## src/rtl/rect_offset_gen.sv

```systemverilog
// Purpose : map VGA scan coordinates to an in-sprite offset and an inside flag,
//           with frame-latched position, mirror and blink controls.
// Latency : 1 clk from pixel to offsetX/offsetY/InsideRectangle; no backpressure (free-running pixel stream).
//
// Ports:
//   clk, resetN          pixel clock, asynchronous active-low reset
//   pixelX, pixelY       current scan coordinates (unsigned, 11 bit)
//   startOfFrame         one-cycle pulse on the first pixel of a frame
//   topLeftX, topLeftY   signed object corner, captured on startOfFrame
//   mirrorX, blinkEn     sprite controls, captured on startOfFrame
//   offsetX, offsetY     unscaled offset into the bitmap (0 when outside)
//   InsideRectangle      current pixel lies inside the drawn object
module rect_offset_gen #(
  parameter int OBJECT_WIDTH_X  = 32,
  parameter int OBJECT_HEIGHT_Y = 32,
  parameter int SCALE_SHIFT     = 0,
  parameter int BLINK_BIT       = 3
) (
  input  logic        clk,
  input  logic        resetN,
  input  logic [10:0] pixelX,
  input  logic [10:0] pixelY,
  input  logic        startOfFrame,
  input  logic [10:0] topLeftX,
  input  logic [10:0] topLeftY,
  input  logic        mirrorX,
  input  logic        blinkEn,
  output logic [10:0] offsetX,
  output logic [10:0] offsetY,
  output logic        InsideRectangle
);

  localparam int DRAW_W = OBJECT_WIDTH_X  << SCALE_SHIFT;
  localparam int DRAW_H = OBJECT_HEIGHT_Y << SCALE_SHIFT;

  // Frame-latched controls
  logic [10:0] r_lat_x;
  logic [10:0] r_lat_y;
  logic        r_mirror;
  logic        r_blink_en;
  logic [7:0]  r_frame_cnt;

  // Bypass: the startOfFrame pixel already sees the values being captured.
  logic [10:0] w_lat_x;
  logic [10:0] w_lat_y;
  logic        w_mirror;
  logic        w_blink_en;
  logic [7:0]  w_frame_cnt;

  assign w_lat_x     = startOfFrame ? topLeftX : r_lat_x;
  assign w_lat_y     = startOfFrame ? topLeftY : r_lat_y;
  assign w_mirror    = startOfFrame ? mirrorX  : r_mirror;
  assign w_blink_en  = startOfFrame ? blinkEn  : r_blink_en;
  assign w_frame_cnt = startOfFrame ? r_frame_cnt + 8'd1 : r_frame_cnt;

  // Pixel coordinates are unsigned, the corner is signed: extend each to 12 bits accordingly.
  logic signed [11:0] w_dx;
  logic signed [11:0] w_dy;

  assign w_dx = $signed({1'b0, pixelX}) - $signed({w_lat_x[10], w_lat_x});
  assign w_dy = $signed({1'b0, pixelY}) - $signed({w_lat_y[10], w_lat_y});

  logic w_in_x;
  logic w_in_y;
  logic w_blank;
  logic w_inside;

  // Sign bit clear means dx >= 0, so the upper bound can be checked unsigned.
  assign w_in_x  = !w_dx[11] && ($unsigned(w_dx) < 12'(DRAW_W));
  assign w_in_y  = !w_dy[11] && ($unsigned(w_dy) < 12'(DRAW_H));
  assign w_blank = w_blink_en && w_frame_cnt[BLINK_BIT];
  assign w_inside = w_in_x && w_in_y && !w_blank;

  logic [10:0] w_ux;
  logic [10:0] w_uy;
  logic [10:0] w_ux_final;

  assign w_ux       = 11'(w_dx >>> SCALE_SHIFT);
  assign w_uy       = 11'(w_dy >>> SCALE_SHIFT);
  assign w_ux_final = w_mirror ? (11'(OBJECT_WIDTH_X - 1) - w_ux) : w_ux;

  always_ff @(posedge clk or negedge resetN) begin
    if (!resetN) begin
      r_lat_x         <= '0;
      r_lat_y         <= '0;
      r_mirror        <= 1'b0;
      r_blink_en      <= 1'b0;
      r_frame_cnt     <= '0;
      offsetX         <= '0;
      offsetY         <= '0;
      InsideRectangle <= 1'b0;
    end else begin
      r_lat_x     <= w_lat_x;
      r_lat_y     <= w_lat_y;
      r_mirror    <= w_mirror;
      r_blink_en  <= w_blink_en;
      r_frame_cnt <= w_frame_cnt;
      // Offsets are zeroed outside so nothing stale reaches the bitmap stage.
      InsideRectangle <= w_inside;
      offsetX         <= w_inside ? w_ux_final : 11'd0;
      offsetY         <= w_inside ? w_uy       : 11'd0;
    end
  end

endmodule

```

## config.mk

```make
export PLATFORM = sky130hd
export DESIGN_NAME = rect_offset_gen
export DESIGN_NICKNAME = d
export VERILOG_FILES = /design/src/rtl/rect_offset_gen.sv
export SDC_FILE = /design/constraint.sdc
export NUM_CORES = 1
export LEC_CHECK = 0
export ABC_AREA = 1
export BUFFER_PORTS_ARGS = -buffer_cell sky130_fd_sc_hd__buf_2
export CAP_MARGIN = 20
export CORE_ASPECT_RATIO = 0.75
export CORE_MARGIN = 2
export CORE_UTILIZATION = 40
export CTS_BUF_LIST = sky130_fd_sc_hd__clkbuf_2
export DETAILED_ROUTE_END_ITERATION = 7
export PLACE_DENSITY = 0.59
export SYNTH_ARGS = -nofsm -noshare
export SYNTH_HDL_FRONTEND = slang
export SYNTH_SLANG_ARGS = --single-unit
```

## constraint.sdc

```tcl
create_clock -name clk -period 2.6 [get_ports clk]
set_clock_uncertainty 0.1 [all_clocks]
set_input_delay 0.52 -clock clk [delete_from_list [all_inputs] [get_ports clk]]
set_output_delay 0.52 -clock clk [all_outputs]
set_load 0.01 [all_outputs]
```

* After elaboration in Yosys (flattened, before gate mapping)
Cells that the tools add are included.
** Storage, ports and cells
- Flip-flop bits (word level) :: 55
- Latch bits :: 0
- Bits in writable memories :: 0
- ROM bits :: 0
- Input port bits :: 49
- Output and inout port bits :: 23
- Word-level logic and storage cells :: 31
- Memories kept :: 0
** Operators by class
- Add/subtract/negate cells :: 4
- Multipliers :: 0
- Div/mod/pow operators :: 0
- $lt $le $gt $ge :: 2
- Eq/ne operators :: 0
- Shift-type cells :: 0
- Multiplexer cells :: 8
- Bitwise logic cells :: 0
- Reduce and logical (&&, ||, !) cells :: 8
** Operators by type and width (number)
- 2-to-1 mux 11 bit :: 5
- less-than comparator 12 x 6 -> 1 bit (second input constant) :: 2
- subtractor 12 x 11 -> 12 bit :: 2
- subtractor 5 x 11 -> 11 bit (first input constant) :: 1
- adder 8 x 1 -> 8 bit (second input constant) :: 1
- logical AND 1 bit :: 5
- 2-to-1 mux 4 bit :: 1
- zero test 1 bit :: 3
- 2-to-1 mux 1 bit :: 2

* Depth between registers and ports, before layout
Gate-level depths: netlist (run 1).
- Depth after elaboration :: 7
- Mapped depth :: 20
- Mapped depth without buffers :: 18

* Least setup slack after synthesis (run 1)
Ideal clock, no wire load.
- Path kind :: input to register
- From :: in startOfFrame
- To :: reg offsetX[6]
- Setup time :: 0.069 ns
- Data arrival time :: 2.656 ns
- Data required time :: 2.431 ns
- Path slack :: -0.225 ns
- Cell stages on the path :: 18
- Cells stage by stage :: buf_4 > clkbuf_1 > nand2_1 > nand2_1 > ha_1 > inv_1 > fa_1 > nand2_1 > nand2_1 > and2_1 > nand2_1 > nand3b_1 > nand2_1 > nand4_1 > nor2_1 > nand2_2 > buf_6 > nor2_2
** Between the ends
- Word-level cells in the longest chain between the ends :: 7
** RTL lines
- start, declared :: RTL line 23 : input logic startOfFrame,
- 2-to-1 mux 11 bit (*) :: RTL line 50 : assign w_lat_x = startOfFrame ? topLeftX : r_lat_x;
- via w_lat_x[0] :: RTL line 44 : logic [10:0] w_lat_x;
- subtractor 12 x 11 -> 12 bit (*) :: RTL line 60 : assign w_dx = $signed({1'b0, pixelX}) - $signed({w_lat_x[10], w_lat_x});
- less-than comparator 12 x 6 -> 1 bit or zero test 1 bit (tied branches) :: RTL line 69 : assign w_in_x = !w_dx[11] && ($unsigned(w_dx) < 12'(DRAW_W));
- logical AND 1 bit :: RTL line 69
- logical AND 1 bit (2 in series) :: RTL line 72 : assign w_inside = w_in_x && w_in_y && !w_blank;
- 2-to-1 mux 11 bit (*) :: RTL line 100 : offsetX <= w_inside ? w_ux_final : 11'd0;
- end signal, assigned :: RTL line 100
- end, declared :: RTL line 28 : output logic [10:0] offsetX,
The timed path passes the listed nets; every way through them passes the cells marked *.
A chain may end at the register's enable or synchronous reset.

* Worst setup path after layout (run 1)
- From :: in startOfFrame
- To :: reg offsetY[0]
** Between the ends
- Word-level cells in the longest chain between the ends :: 7
** RTL lines
- 2-to-1 mux 11 bit (on tied branches) :: RTL line 50, 51
- subtractor 12 x 11 -> 12 bit (on tied branches) :: RTL line 60, 61
- less-than comparator 12 x 6 -> 1 bit, or another cell as far along :: RTL line 69
- logical AND 1 bit (on tied branches) :: RTL line 69, 70
- logical AND 1 bit (2 in series) :: RTL line 72
- 2-to-1 mux 11 bit (*) :: RTL line 101 : offsetY <= w_inside ? w_uy : 11'd0;
- end signal, assigned :: RTL line 101
- end, declared :: RTL line 29 : output logic [10:0] offsetY,
Mark *: on every way between the ends. The rest lies on a longest branch, timed or not.

==> results.json, run 1 <==
{
  "cap_violations": 0,
  "layout_common_cells": "nand2_1 (119), buf_2 (70), inv_1 (69), buf_4 (61), dfrtp_1 (51)",
  "synth-seq-cells": 51,
  "path_common_cell": "nand2_1",
  "rr_worst_depth": 16,
  "syn_area_per_cell_sq_um": 7.676,
  "crit_required_ns": 2.93,
  "num_vias": 3137,
  "r2r_end": "offsetY[0]",
  "path_class": "primary input to register",
  "clk_pin_slew_worst_paths_ns": 0.26,
  "start_util_pct": 41.50,
  "regArea_sq_mm": 0.001276,
  "fmax_ghz": 0.4026,
  "io_pins": 72,
  "dp_hpwl_mm": 6.497,
  "vdd_ir_drop_max_mv": 0.2422,
  "cp_slowest_stage_delay_ns": 0.34,
  "setup_viol": 0,
  "arrival_ns": 2.81,
  "wl_per_cell_um": 12.81,
  "r2r-start": "r_lat_x[0]",
  "rsz0062_at_grt": "true",
  "cp_slowest_cell": "ha_1",
  "final_cell_count_no_fill": 683,
  "cts_inserted_buffers": 5,
  "first_iter_violations": 180,
  "postLayoutCoreUtil_pct": 57.28,
  "start_kind": "primary input",
  "core_area_sq_mm": 0.007953,
  "place_area_sq_mm": 0.004242,
  "grt_pass1_wl_mm": 13.41,
  "drv_slew": 0,
  "finalCriticalPeriod_ns": 2.484,
  "first_global_vias": 2804,
  "fin_ws_ns": 0.1163,
  "synthCells": 430,
  "rows": 28,
  "first_pass_iters": 5,
  "drc": 0,
  "cts.path.max_buffers": 2,
  "nets": 654,
  "final.setup.tns_ns": 0,
  "clockRootBuffer": "clkbuf_2",
  "critical_path.endpoint": "offsetY[0]",
  "ys_types": 29,
  "r2r_slack_ns": 0.21,
  "power.density_mw_per_mm2": 498.6,
  "overflow": 0,
  "dp_slack_ns": -0.4046,
  "grt_use_total_pct": 19.71,
  "design_area_sq_mm": 0.004556,
  "worstPathMaxFanout": 9,
  "finalHoldViolCount": 0,
  "placed_cells": 665,
  "clock_latency_ns": 0.50,
  "p_leak_nw": 2.573,
  "grt_max_degree": 52,
  "htree_levels": 2,
  "grt_antenna_before_repair": 0,
  "hold_class": "primary input to register",
  "cts_sinks": 51,
  "die_y_um": 82.67,
  "status": "finished clean",
  "yosysSeqAreaShare_pct": 38.67,
  "numPortBuffers": 71,
  "cts_tree": "yes",
  "vias_per_cell": 4.593,
  "worstSetupStartpoint": "startOfFrame",
  "area_delta_synth_final_pct": 38.02,
  "yosys_warnings": 0,
  "fill_cells": 770,
  "endpoint_kind": "register",
  "antennaDiodeCount": 0,
  "die_x_um": 108.9,
  "die-area_sq_mm": 0.009002,
  "synth_area_sq_mm": 0.003301,
  "layout-drive-gt1-share_pct": 38.06,
  "gp_congestion": 0.8841,
  "drtAntennaViolNets": 0,
  "fin_crit_sh_pct": 95.53,
  "multi_input_area_sq_mm": 0.001891,
  "routed_wl_mm": 8.752,
  "cp_cell_sequence": "clkbuf_4 > clkinv_4 > buf_12 > or2_2 > o21ai_0 > ha_1 > nand2_1 > inv_1 > nand2_1 > nand2_1 > inv_1 > nand2_1 > xnor2_1 > nand2_1 > nor3_2 > nand2_2 > buf_4 > nor2_2",
  "final_common_cell": "nand2_1"
}
-- timing repair --
| item | 4_1_cts | 5_1_grt |
|---|---|---|
| hold buffers | 1 | 0 |
| setup endpoints to repair | 0 | 14 |
| buffers inserted | 0 | 8 |
| hold endpoints to repair | 51 | 0 |
| resized for setup | 0 | 49 |
-- flip-flops by register name (all words and copies together), names as in the netlist --
signal           count
offsetX             11
offsetY             11
r_lat_x             11
r_lat_y             11
r_frame_cnt          4
InsideRectangle      1
r_blink_en           1
r_mirror             1
-- per-layer routing --
metal  global-route usage [%]  part of all wire (%)
met1                    31.14                    54
met2                    26.77                    39
met3                    3.925                   6.2
met4                    4.872                   1.1
met5                        0                     0
-- per-stage QoR --
stage	total power, W	hold slack [ns]
floorplan	0.001425	0.1244
global placement	0.001738	0.3559
detailed placement	0.001752	0.3656
CTS	0.002212	0.1327
global route	0.002442	0.1392
finish	0.002272	0.1709
-- worst max-delay path: cells and delay by family --
family | cells | cell delay (ns)
simple gates | 9 | 1.05
compound gates | 1 | 0.12
xor+xnor | 1 | 0.13
buf+inv | 6 | 0.67
fa+ha+maj | 1 | 0.34
-- cells by family after synthesis --
| group | count (synthesis) | share of synthesized area, % |
|---|---|---|
| AO/OA/AOI/OAI | 33 | 5.800 |
| XOR/XNOR | 15 | 3.980 |
| adder cells (fa/ha/maj) | 28 | 11.07 |
| other | 1 | 0.1136 |
| buffers and inverters | 76 | 8.984 |
| flip-flops | 51 | 38.67 |
| AND/OR/NAND/NOR | 226 | 31.39 |
-- where the power goes --
group	internal (W)	switching (W)
Sequential	0.000866	0.0000379
Clock	0.000163	0.000284
Combinational	0.000436	0.000484
-- final cells by class --
cell class,instances,share of cell area (%)
Timing Repair Buffer,138,20.24
Clock buffer,5,0.5493
Clock inverter,3,0.9338
Inverter,70,5.878
Sequential cell,51,28.01
Tap cell,105,2.884
Multi-Input combinational cell,311,41.50
-- worst min path at each step --
stage	start	end	slack, ns	cells after the start
5_1_grt	topLeftY[0]	r_lat_y[0]	0.14	3
4_1_cts	topLeftY[0]	r_lat_y[0]	0.13	3
2_1_floorplan	resetN	InsideRectangle	0.12	0
6_report	topLeftY[0]	r_lat_y[0]	0.17	3
3_3_place_gp	r_lat_x[0]	r_lat_x[0]	0.36	2
3_5_place_dp	r_lat_y[0]	r_lat_y[0]	0.37	2
-- synth_stat cells (all sizes together) --
| cell | n | share of area [%] |
|---|---|---|
| o21ai | 21 | 3.6 |
| nor3 | 1 | 0.30 |
| nor2 | 35 | 4.8 |
| and2 | 2 | 0.38 |
| nand3 | 25 | 4.1 |
| xnor2 | 6 | 1.6 |
| inv | 70 | 8.0 |
| a21oi | 9 | 1.5 |
| nand3b | 4 | 0.91 |
| o21bai | 1 | 0.23 |
| ha | 26 | 9.9 |
| buf | 2 | 0.57 |
| clkbuf | 4 | 0.45 |
| xor2 | 9 | 2.4 |
| fa | 2 | 1.2 |
| or2 | 20 | 3.8 |
| conb | 1 | 0.11 |
| o21a | 2 | 0.45 |
| nand2 | 128 | 15 |
| dfrtp | 51 | 39 |
| nand4 | 11 | 2.1 |
(Power assumes the default switching activity.)
==> run 2, diff against run 1 <==
--- a/config.mk
+++ b/config.mk
@@ -11,7 +11,7 @@
 export CORE_ASPECT_RATIO = 0.75
 export CORE_MARGIN = 2
 export CORE_UTILIZATION = 40
-export CTS_BUF_LIST = sky130_fd_sc_hd__clkbuf_2
+export CTS_BUF_LIST = sky130_fd_sc_hd__clkbuf_16
 export DETAILED_ROUTE_END_ITERATION = 7
 export PLACE_DENSITY = 0.59
 export SYNTH_ARGS = -nofsm -noshare
==> run 2 against run 1 <==
Net effect:
- the flow now finishes with violations (setup timing)
- sequential power increased by 1%
- global-route usage rose by 1.7 points
- combinational power grew 30%
- via count is 6.9% higher
- register-to-register slack worse by 0.03 ns
- count of clock-buffer cells in the layout unchanged
- non-clock buffer count grew 20
- critical path depth stayed put
- cell area increased by 21%
- utilization increased by 12 points
- routed wire length up 17%
- critical path type unchanged
==> results.json, run 2 (synthesis gave the netlist of run 1 again) <==
{
  "status": "finished with violations",
  "failed_checks": "setup timing",
  "arrival_ns": 2.76,
  "p_leak_nw": 2.839,
  "clk_pin_slew_worst_paths_ns": 0.07,
  "overflow": 0,
  "drv_slew": 0,
  "grt_max_degree": 52,
  "path_class": "primary input to register",
  "regArea_sq_mm": 0.001276,
  "ctsHoldBuffers": 0,
  "vdd_ir_drop_max_mv": 0.3302,
  "gp_congestion": 0.8841,
  "hold_class": "primary input to async pin",
  "power.density_mw_per_mm2": 524.1,
  "fin_crit_sh_pct": 100.9,
  "start_kind": "primary input",
  "first_global_vias": 2983,
  "drc": 0,
  "placed_cells": 665,
  "fmax_ghz": 0.3811,
  "postLayoutCoreUtil_pct": 69.16,
  "cp_slowest_stage_delay_ns": 0.25,
  "hold-worst-slack_ns": 0.09364,
  "finalHoldViolCount": 0,
  "first_pass_iters": 5,
  "area_delta_synth_final_pct": 66.64,
  "clockRootBuffer": "clkbuf_16",
  "cp_cell_sequence": "buf_12 > clkinv_8 > clkbuf_16 > or2_4 > o21ai_4 > ha_4 > nand2_4 > nand2_1 > nand2_2 > nand2_1 > nand2_2 > nand4_1 > nand2_1 > nand4_1 > nor2_1 > nand2_2 > buf_12 > nor2_4",
  "drtAntennaViolNets": 0,
  "fin_ws_ns": -0.02419,
  "fill_cells": 632,
  "nets": 674,
  "setup_viol": 4,
  "grt_use_total_pct": 21.38,
  "cp_slowest_cell": "ha_4",
  "endpoint_kind": "register",
  "vias_per_cell": 4.770,
  "cap_violations": 0,
  "layout_common_cells": "nand2_1 (97), buf_4 (77), buf_2 (70), inv_1 (64), dfrtp_1 (51)",
  "core_area_sq_mm": 0.007953,
  "layout-drive-gt1-share_pct": 51.17,
  "die_x_um": 108.9,
  "multi_input_area_sq_mm": 0.002476,
  "die-area_sq_mm": 0.009002,
  "final_cell_count_no_fill": 703,
  "cts_sinks": 51,
  "clock_latency_ns": 0.30,
  "antennaDiodeCount": 0,
  "grt_antenna_before_repair": 0,
  "first_iter_violations": 190,
  "grt_pass1_wl_mm": 14.49,
  "cts.path.max_buffers": 2,
  "cts_inserted_buffers": 5,
  "io_pins": 72,
  "finalCriticalPeriod_ns": 2.624,
  "wl_per_cell_um": 14.59,
  "die_y_um": 82.67,
  "rows": 28,
  "num_vias": 3353,
  "crit_required_ns": 2.74,
  "start_util_pct": 41.50,
  "rsz0062_at_grt": "true",
  "htree_levels": 2,
  "routed_wl_mm": 10.26,
  "cts_tree": "yes",
  "final_common_cell": "nand2_1",
  "worstPathMaxFanout": 7,
  "dp_hpwl_mm": 6.497,
  "dp_slack_ns": -0.4046,
  "numPortBuffers": 71
}
## run 2: cell count changes in the layout (fill, tap and decap cells not counted), moves of 13 or more
cell,change
o21ai_4,+13
ha_1,-17
ha_4,+17
nor2_4,+14
nand2_1,-22
buf_4,+16
nand2_2,+18
## run 2: per-layer routing
layer	track usage (%)	vias to the layer above	wire length, um
met5	0	-	0
met4	5.769	0	120
met3	4.082	14	546
met2	31.06	118	4541
met1	32.13	1562	5047
li1	-	1659	-
## run 2: what timing repair did
action                                  4_1_cts  5_1_grt
setup buffers                                11       17
pin swaps                                    30       54
gates cloned                                  2        2
gates resized for setup                      79       94
endpoints found under the setup margin       14       14
## run 2: critical path: cells and delay by family
family / cells / cell delay (ns)
buffers and inverters: 4 / 0.53
and+or+nand+nor: 12 / 1.37
AOI/OAI and AO/OA: 1 / 0.08
adders and majority gates: 1 / 0.25
## run 2: cell type report
type                       instances  area share, %
multi-input combinational        311          45.02
sequential                        51          23.20
timing repair buffer             158          21.34
inverter                          70          5.005
tap                              105          2.389
clock buffer                       5          2.275
clock inverter                     3         0.7734
## run 2: per-stage QoR
stage                     total power (W)  instance area, sq um  TNS (ns)
after floorplan                  0.001425                  3361         0
after global placement           0.001738                  4242    -5.281
after detailed placement         0.001752                  4242    -5.379
after CTS                        0.002669                  4838         0
after global routing             0.003050                  5500    -1.343
final                            0.002882                  5500  -0.05575
## run 2: path summary, 6_finish.rpt
kind / startpoint / end / slack [ns] / cells past startpoint
setup / recovery: startOfFrame / offsetX[3] / -0.02 / 18
hold / removal: resetN / offsetX[9] / 0.09 / 2
setup reg to reg: r_lat_x[0] / offsetX[3] / 0.18 / 17
hold reg to reg: r_lat_x[7] / r_lat_x[7] / 0.37 / 2
max in group asynchronous: resetN / r_lat_x[0] / 2.04 / 2
min in group clk: topLeftY[0] / r_lat_y[0] / 0.37 / 3
## run 2: report_power, final
group | total [W] | internal, W | switching (W)
logic | 0.00120 | 0.000584 | 0.000613
registers | 0.000913 | 0.000866 | 0.0000475
clock network | 0.000772 | 0.000455 | 0.000317
==> run 3, diff against run 2 <==
--- a/config.mk
+++ b/config.mk
@@ -13,7 +13,7 @@
 export CORE_UTILIZATION = 40
 export CTS_BUF_LIST = sky130_fd_sc_hd__clkbuf_16
 export DETAILED_ROUTE_END_ITERATION = 7
-export PLACE_DENSITY = 0.59
+export PLACE_DENSITY = 0.61
 export SYNTH_ARGS = -nofsm -noshare
 export SYNTH_HDL_FRONTEND = slang
 export SYNTH_SLANG_ARGS = --single-unit
==> constraint.sdc (replaced) <==
create_clock -name clk -period 2.4 [get_ports clk]
set_clock_uncertainty 0.1 [all_clocks]
set_input_delay 0.48 -clock clk [delete_from_list [all_inputs] [get_ports clk]]
set_output_delay 0.48 -clock clk [all_outputs]
set_load 0.01 [all_outputs]
==> run 3 against run 2 <==
Net effect:
- the run still ends with setup timing left
- die area stayed put
- sequential power is 8.8% higher
- largest cell class unchanged
- critical path type unchanged
- final cell count is 0.85% higher
- critical path depth is 2 lower
- highest routed layer unchanged
- total power is 10% higher
- first-iteration DRC count is 10% lower
- non-clock buffer count is 7 higher
- combinational power is 13% higher
==> results.json, run 3 (synthesis gave the netlist of run 1 again) <==
{
  "failed_checks": "setup timing",
  "start_kind": "primary input",
  "clockRootBuffer": "clkbuf_16",
  "vdd_ir_drop_max_mv": 0.5176,
  "grt_pass1_wl_mm": 15.87,
  "drv_slew": 0,
  "first_iter_violations": 171,
  "grt_max_degree": 52,
  "crit_required_ns": 2.53,
  "p_int_w": 0.002086,
  "antennaDiodeCount": 0,
  "htree_levels": 2,
  "routed_wl_mm": 10.88,
  "first_pass_iters": 7,
  "drc": 0,
  "swShare_pct": 34.20,
  "die-area_sq_mm": 0.009002,
  "final_cell_count_no_fill": 709,
  "finalHoldViolCount": 0,
  "num_vias": 3437,
  "final_common_cell": "nand2_1",
  "cts.path.max_buffers": 2,
  "gp_congestion": 0.8749,
  "nets": 681,
  "core_area_sq_mm": 0.007953,
  "p_sw_w": 0.001084,
  "io_pins": 72,
  "power_frac_seq_pct": 31.3,
  "fin_crit_sh_pct": 105.9,
  "grt_antenna_before_repair": 0,
  "clk_pin_slew_worst_paths_ns": 0.07,
  "placed_cells": 666,
  "area_delta_synth_final_pct": 69.45,
  "path_class": "primary input to register",
  "die_x_um": 108.9,
  "cts_tree": "yes",
  "first_global_vias": 3262,
  "layout_common_cells": "nand2_1 (87), buf_4 (78), buf_2 (70), inv_1 (60), dfrtp_1 (51)",
  "vias_per_cell": 4.848,
  "fmax_ghz": 0.3933,
  "final.setup.tns_ns": -1.767,
  "p_leak_nw": 2.894,
  "power.share.clock_pct": 26.0,
  "overflow": 0,
  "clock_latency_ns": 0.29,
  "pwr-share-comb_pct": 42.7,
  "worstPathMaxFanout": 7,
  "arrival_ns": 2.67,
  "endpoint_kind": "register",
  "setup_viol": 14,
  "dp_hpwl_mm": 6.387,
  "cap_violations": 0,
  "finalCriticalPeriod_ns": 2.543,
  "design_power_total_w": 0.003170,
  "hold_class": "primary input to async pin",
  "grt_use_total_pct": 23.39,
  "fin_ws_ns": -0.1427,
  "layout-drive-gt1-share_pct": 54.97,
  "drtAntennaViolNets": 0,
  "wl_per_cell_um": 15.35,
  "rows": 28,
  "rsz0062_at_grt": "true",
  "power.density_mw_per_mm2": 566.8,
  "cts_inserted_buffers": 5,
  "status": "finished with violations",
  "numPortBuffers": 71,
  "die_y_um": 82.67,
  "cts_sinks": 51,
  "start_util_pct": 41.50
}
==> run 3: final cells by class <==
class | count | area, sq um
clock buffer | 5 | 125.1
clock inverter | 2 | 37.54
fill | 610 | 2360
inverter | 70 | 275.3
multi-input combinational | 311 | 2522
sequential | 51 | 1276
tap | 105 | 131.4
timing repair buffer | 165 | 1225
==> run 3: metal layers <==
metal  vias up  wire length, um  track usage, %
li1       1671                -               -
met3        26              615           3.454
met1      1609             4860           32.38
met2       131             5127           38.20
met4         0              276           6.667
met5         -                0               0
==> run 3: power by group through the flow <==
stage / registers [W] / clock network [W] / logic [W]
6_report: 0.000993 / 0.000823 / 0.00135
5_1_grt: 0.00100 / 0.000872 / 0.00147
4_1_cts: 0.000987 / 0.000827 / 0.00112
3_5_place_dp: 0.000994 / 0 / 0.000921
3_3_place_gp: 0.000989 / 0 / 0.000905
2_1_floorplan: 0.000987 / 0 / 0.000571
==> run 3: repair_timing <==
item / CTS / global route
hold buffers: 0 / 0
pin swaps: 28 / 38
buffers inserted: 18 / 15
endpoints found under the setup margin: 14 / 14
gates cloned: 4 / 0
gates resized for setup: 93 / 85
==> run 3: critical path: stages <==
cell and delay [ns]:
buf_12 0.11, buf_12 0.14, buf_12 0.14, buf_6 0.11, o21ai_4 0.22, fa_2 0.31, buf_6 0.12, nand2_4 0.05
nand4_1 0.09, nand3_2 0.10, nor2_2 0.16, nand3_2 0.08, nor3_2 0.19, nand2_2 0.11, buf_6 0.15, nor2_2 0.09
==> run 3: path summary, 6_finish.rpt <==
| path | from | to | slack (ns) | depth (start not counted) |
|---|---|---|---|---|
| max reg2reg | r_lat_y[0] | offsetX[3] | -0.04 | 16 |
| min reg2reg | r_blink_en | r_blink_en | 0.40 | 2 |
| max | startOfFrame | offsetX[3] | -0.14 | 16 |
| min | resetN | offsetY[5] | 0.06 | 2 |
| max in group asynchronous | resetN | r_lat_y[7] | 1.88 | 2 |
| min in group clk | blinkEn | r_blink_en | 0.34 | 3 |
==> run 3: through the flow <==
| stage | hold slack (ns) | cell area [sq um] | util (%) | setup WS [ns] |
|---|---|---|---|---|
| floorplan | 0.08441 | 3395 | - | -0.1334 |
| global placement | 0.3573 | 4290 | 53.95 | -0.4419 |
| detailed placement | 0.3665 | 4290 | 53.95 | -0.4964 |
| global route | 0.08806 | 5593 | 70.33 | -0.2737 |
| CTS | 0.08509 | 5132 | 64.54 | -0.03791 |
| finish | 0.06365 | 5593 | 70.33 | -0.1427 |
